===== config.mk =====
export PLATFORM = sky130hd
export DESIGN_NAME = reg_serial_tx
export DESIGN_NICKNAME = d
export VERILOG_FILES = /design/src/rtl/reg_serial_tx.sv
export SDC_FILE = /design/constraint.sdc
export NUM_CORES = 1
export LEC_CHECK = 0
export CORE_UTILIZATION = 47
export CTS_CLUSTER_DIAMETER = 80
export DETAILED_ROUTE_END_ITERATION = 10
export PLACE_DENSITY = 0.76
export SYNTH_ARGS = -nofsm -noshare
export SYNTH_HDL_FRONTEND = slang
export SYNTH_SLANG_ARGS = --single-unit

===== constraint.sdc =====
create_clock -name CLK -period 1.9 [get_ports CLK]
set_input_delay 0.19 -clock CLK [delete_from_list [all_inputs] [get_ports CLK]]
set_output_delay 0.19 -clock CLK [all_outputs]
set_load 0.05 [all_outputs]

===== src/rtl/reg_serial_tx.sv =====
// reg_serial_tx: parallel-to-serial readout of a register word, LSB first,
// with valid/last framing and a shift-freeze input.
// Optional feature: define PARITY_EN to append one even-parity bit per frame.
module reg_serial_tx #(
  parameter int WIDTH = 8
) (
  input  logic             CLK,
  input  logic             RST,
  input  logic             LOAD_VALID,
  output logic             LOAD_READY,
  input  logic [WIDTH-1:0] DATA_IN,
  input  logic             SER_HOLD,
  output logic             SER_OUT,
  output logic             SER_VALID,
  output logic             SER_LAST,
  output logic             BUSY
);

`ifdef PARITY_EN
  localparam int FRAME_LEN = WIDTH + 1;
`else
  localparam int FRAME_LEN = WIDTH;
`endif
  localparam int CW = $clog2(WIDTH + 2);
  localparam logic [CW-1:0] LAST_IDX = CW'(FRAME_LEN - 1);

  typedef enum logic {
    IDLE  = 1'b0,
    SHIFT = 1'b1
  } state_e;

  state_e           state_q;
  logic [WIDTH-1:0] shift_q, shift_d;
  logic [CW-1:0]    cnt_q, cnt_d;
  logic             ser_out_q, ser_valid_q, ser_last_q, busy_q;
  logic             next_bit_d, next_last_d;
  logic             load_fire;
`ifdef PARITY_EN
  logic             parity_q;
`endif

  // Ready while idle, or on the final unheld bit so frames chain with no gap.
  assign LOAD_READY = ~RST & ((state_q == IDLE) |
                              ((state_q == SHIFT) & (cnt_q == LAST_IDX) & ~SER_HOLD));
  assign load_fire  = LOAD_VALID & LOAD_READY;

  // Next shift position and the bit/last flag that will be presented with it.
  always_comb begin
    cnt_d       = cnt_q + 1'b1;
    shift_d     = shift_q >> 1;
    next_bit_d  = shift_q[1];
`ifdef PARITY_EN
    // Data bits exhausted: the slot after them carries the stored parity.
    if (cnt_d == CW'(WIDTH)) next_bit_d = parity_q;
`endif
    next_last_d = (cnt_d == LAST_IDX);
  end

  // Frame FSM with registered serial outputs.
  // NOTE: sequential state uses non-blocking assignments so every flop samples
  // pre-edge values; blocking here would create order-dependent races.
  always_ff @(posedge CLK) begin
    if (RST) begin
      // NOTE: the shift register is reset too, so an abandoned frame can never
      // leak old bits into a later one.
      state_q     <= IDLE;
      shift_q     <= '0;
      cnt_q       <= '0;
      ser_out_q   <= 1'b0;
      ser_valid_q <= 1'b0;
      ser_last_q  <= 1'b0;
      busy_q      <= 1'b0;
`ifdef PARITY_EN
      parity_q    <= 1'b0;
`endif
    end else if (load_fire) begin
      state_q     <= SHIFT;
      shift_q     <= DATA_IN;
      cnt_q       <= '0;
      ser_out_q   <= DATA_IN[0];
      ser_valid_q <= 1'b1;
      ser_last_q  <= 1'b0;
      busy_q      <= 1'b1;
`ifdef PARITY_EN
      parity_q    <= ^DATA_IN;
`endif
    end else if ((state_q == SHIFT) && !SER_HOLD) begin
      if (cnt_q == LAST_IDX) begin
        state_q     <= IDLE;
        shift_q     <= '0;
        cnt_q       <= '0;
        ser_out_q   <= 1'b0;
        ser_valid_q <= 1'b0;
        ser_last_q  <= 1'b0;
        busy_q      <= 1'b0;
      end else begin
        shift_q     <= shift_d;
        cnt_q       <= cnt_d;
        ser_out_q   <= next_bit_d;
        ser_last_q  <= next_last_d;
      end
    end
  end

  assign SER_OUT   = ser_out_q;
  assign SER_VALID = ser_valid_q;
  assign SER_LAST  = ser_last_q;
  assign BUSY      = busy_q;

endmodule


**Yosys cells after proc, flatten, opt, wreduce, memory -nomap -nowiden**

Cells that the tools add are included.

- Output and inout bits: 5
- Bits of input ports: 12
- Logic and storage cells: 33
- Bits in registers: 15

- Muxes and demuxes: 11
- Bitwise gates (word level): 8
- $add $sub $neg: 1
- Eq/ne operators: 2
- Reductions and logical operators: 6

Operator list:

| cell | count |
|---|---|
| $mux 8 | 2 |
| $eq 4x3->1 const B | 2 |
| $mux 1 | 7 |
| $mux 7 | 1 |
| $add 4x1->4 const B | 1 |
| $and 1x1->1 | 4 |
| $mux 4 | 1 |
| $reduce_bool 2->1 | 2 |
| $not 1->1 | 3 |
| $reduce_and 2->1 | 1 |
| $reduce_or 2->1 | 1 |
| $logic_and 1x1->1 | 1 |
| $logic_not 1->1 | 1 |
| $or 1x1->1 | 1 |

**Logic depth before layout (Yosys ltp)**

- Depth after elaboration: 8
- Gate-level depth with buffers: 5
- Mapped depth without buffers: 4

**Least setup slack after synthesis**

OpenSTA, ideal clock, no wires.

- Kind: reg2out
- From: register cnt_q[1]
- To: output LOAD_READY
- Required time: 1710 ps
- Path buffers: 1
- Data arrival time: 1708 ps
- Cell stages (with the launch flop): 5
- Path slack: 2 ps
- Path through: dfxtp_1 ha_1 nand4bb_2 buf_6 a21oi_1

- Word-level cells in the longest chain between the ends: 5

RTL lines:

| what | RTL line | text |
|---|---|---|
| start, declared | 34 | `logic [CW-1:0] cnt_q, cnt_d;` |
| start signal, assigned | 98 | `cnt_q <= cnt_d;` |
| $eq 4x3->1 | 44 | `((state_q == SHIFT) & (cnt_q == LAST_IDX) & ~SER_HOLD));` |
| $and 1x1->1 (2 in series) | 44 |  |
| $or 1x1->1 | 43 | `assign LOAD_READY = ~RST & ((state_q == IDLE) \|` |
| $and 1x1->1 | 43 |  |
| end, declared | 10 | `output logic LOAD_READY,` |

Every way passes these cells.

**Final worst setup path**

- From: register cnt_q[0]
- To: output LOAD_READY

The elaborated chain is that of the path after synthesis.

==> results by group <==
Clock network
  – Postcts setup bufs: 0
  – Clk sinks: 14
  – Worst-path clk slew: 80 ps
  – H-tree depth: 1
  – Root Buffer: clkbuf_4
  – Clk_lat worst skew: 280 ps
  – CTS max path bufs: 2
  – CTS Buf Count: 3
  – CTS tree: done

Synthesis
  – Sequential share of the synthesized area: 37.6%
  – Yosys reg bits: 14
  – Syn Nets: 97
  – FFs w/ async S/R, synth: 0%
  – Syn avg cell area: 8.97 µm²
  – Yosys warns: 0
  – Number of synthesized flops with an enable pin: 0
  – Mapped Cells: 83
  – Main synth FF type: dfxtp_1
  – Synth Cell Area: 744 µm²
  – Yosys cell types: 28

Min path
  – HP Start: SER_LAST
  – Hold Path End: SER_LAST
  – Worst hold stages: 2
  – Tightest Hold Check Type: flop to flop

Critical path
  – Worst r2r src: cnt_q[0]
  – Reg2reg path depth: 5
  – Worst setup SP type: flop
  – Worst setup EP type: primary output
  – Critical path class: flop to primary output
  – Critical path peak fanout: 6
  – FF-to-FF setup slack: 280 ps
  – Arrival @ worst endpoint: 1590 ps
  – WP data required: 1710 ps
  – RR Endpoint: shift_q[1]

Route
  – Initial DRC Count: 17
  – Final ANT Viol Nets: 0
  – Via count: 739
  – DRT Wirelength: 1.83 mm
  – WL/cell: 15.8 µm
  – WL met1: 851 µm
  – Met2 WL: 876 µm
  – DR vias/cell: 6.37
  – DR WL met3: 84 µm
  – DRC: 0
  – Top Layer Used: met4
  – First-pass DRT Iterations: 4

Timing
  – Sum Neg Setup Slack: 0 ps
  – Final setup viols: 0
  – Max-slew violations: 0
  – Final min period: 1780 ps
  – Setup Skew: 3.89 ps
  – Relative slew margins: 67.0%
  – Least-Margin Pin Slew: 493 ps
  – Hold WS: 486 ps
  – Fmax achieved: 563 MHz
  – Period utilization: 93.5%
  – RSZ-0062 raised after global routing: false
  – Final hold violation count: 0

Placed design
  – I/O Buffers: 16
  – DP Wirelength: 1.27 mm
  – RD Place Congestion: 0.786

GRT
  – Global route overflow: 0
  – First-pass GRT wire length: 2.89 mm
  – Overall routing resource usage: 22.2%
  – Initial antenna violation count: 0
  – Vias in the first global route: 629
  – Largest net degree at the start of global routing: 15

Floorplanning
  – Initial Utilization: 50.0%
  – Num rows: 14
  – Core area: 1490 µm²
  – Top Ports: 17
  – Die area: 1750 µm²
  – Die width: 41.8 µm
  – Die Height: 41.8 µm

Finish
  – Area grow syn2layout: 29.4%
  – Layout Nets: 116
  – Antenna diode instance count: 0
  – Share of cells above drive strength 1: 15.0%
  – # fillers: 132
  – Multi-input gate area: 430 µm²
  – FF/Latch Area: 280 µm²

Status
  – Run status: completed

Power
  – PwrDens: 643 nW/µm²
  – P_leak: 0.318 nW
  – Worst VDD drop: 0.000396 V

Flow run
  – Max_cap viols: 0
routing by layer:
metal / vias up / global-route usage [%]
met1: 353 / 31.4
met5: - / 0
met3: 2 / 3.04
met4: 0 / 14.2
met2: 29 / 31.3
li1: 355 / -
synthesized netlist by cell type, types with 2 or more instances:
library cell | n | area share [%]
dfxtp_1 | 14 | 38
a211oi_1 | 10 | 10
nand2_1 | 9 | 4.5
nand3_1 | 9 | 6.0
a311oi_1 | 7 | 8.2
a21oi_1 | 3 | 2.0
clkbuf_1 | 3 | 1.5
buf_4 | 2 | 2.0
ha_1 | 2 | 3.4
nand2b_1 | 2 | 1.7
nand3b_1 | 2 | 2.0
nor2_1 | 2 | 1.0
o21ai_0 | 2 | 1.3
xor2_1 | 2 | 2.4
layout make-up:
type / instances / area share, %
well taps: 16 / 2.08
repair buffers: 21 / 21.0
inverters: 2 / 0.779
multi-input cells: 60 / 44.7
flip-flops and latches: 14 / 29.1
clock buffers: 3 / 2.34
worst max path at each step:
stage,cells after the start,slack (ps),startpoint,endpoint
floorplan,4,2,cnt_q[1],LOAD_READY
global placement,5,250,SER_HOLD,shift_q[3]
detailed placement,5,210,SER_HOLD,shift_q[1]
CTS,4,40,cnt_q[1],LOAD_READY
global route,4,30,cnt_q[0],LOAD_READY
finish,4,120,cnt_q[0],LOAD_READY
flip-flops by register name (all words and copies together), names as in the netlist:
name      flops
BUSY          1
SER_LAST      1
cnt_q         4
shift_q       8
timing repair:
| item | 4_1_cts | 5_1_grt |
|---|---|---|
| endpoints found under the setup margin | 1 | 1 |
| gates resized for setup | 1 | 2 |
| hold endpoints to repair | 0 | 0 |
| hold buffers | 0 | 0 |
| pin swaps | 0 | 1 |
critical path, cell delays in order (launching register included):
cell	delay, ps
dfxtp_1	460
ha_4	210
nand4bb_2	230
a21oi_2	250
buf_12	160
report_power, final:
part	internal, W	leakage (nW)	switching (W)	total, W
Sequential	0.000310	0.115	0.0000120	0.000322
Clock	0.0000734	0.0138	0.0000933	0.000167
Combinational	0.0000597	0.190	0.0000708	0.000130
Total	0.000443	0.318	0.000176	0.000619
logic make-up after synthesis:
kind of cell	count (synthesis)	share of synthesized area [%]
and+or+nand+nor	28	20.3
xor gates and xnor gates	2	2.35
adders and majority gates	2	3.36
DFF	14	37.6
AOI/OAI and AO/OA	28	29.6
buffers and inverters	9	6.72
placed cells by master (no fill, tap or decap), drive strengths merged, types with 2 or more instances in the layout:
cell           count
clkdlybuf4s50     13
a211oi            10
a21oi              3
nand2              9
clkbuf             3
buf                8
a311oi             7
nand2b             2
nand3              9
xor2               2
nand3b             2
dfxtp             14
o21ai              2
nor2               2
ha                 2
stage by stage:
stage                     area [µm²]  power [W]  utilization [%]  setup WS (ps)  cells
final                            963   0.000619             64.7            124    116
after floorplan                  744   0.000399                -           1.95     83
after global placement           925   0.000453             62.1            245    113
after detailed placement         925   0.000456             62.1            215    113
after global routing             963   0.000648             64.7           27.1    116
after CTS                        951   0.000623             63.9           43.2    116
Note: power is estimated with default switching activity, not from simulation.
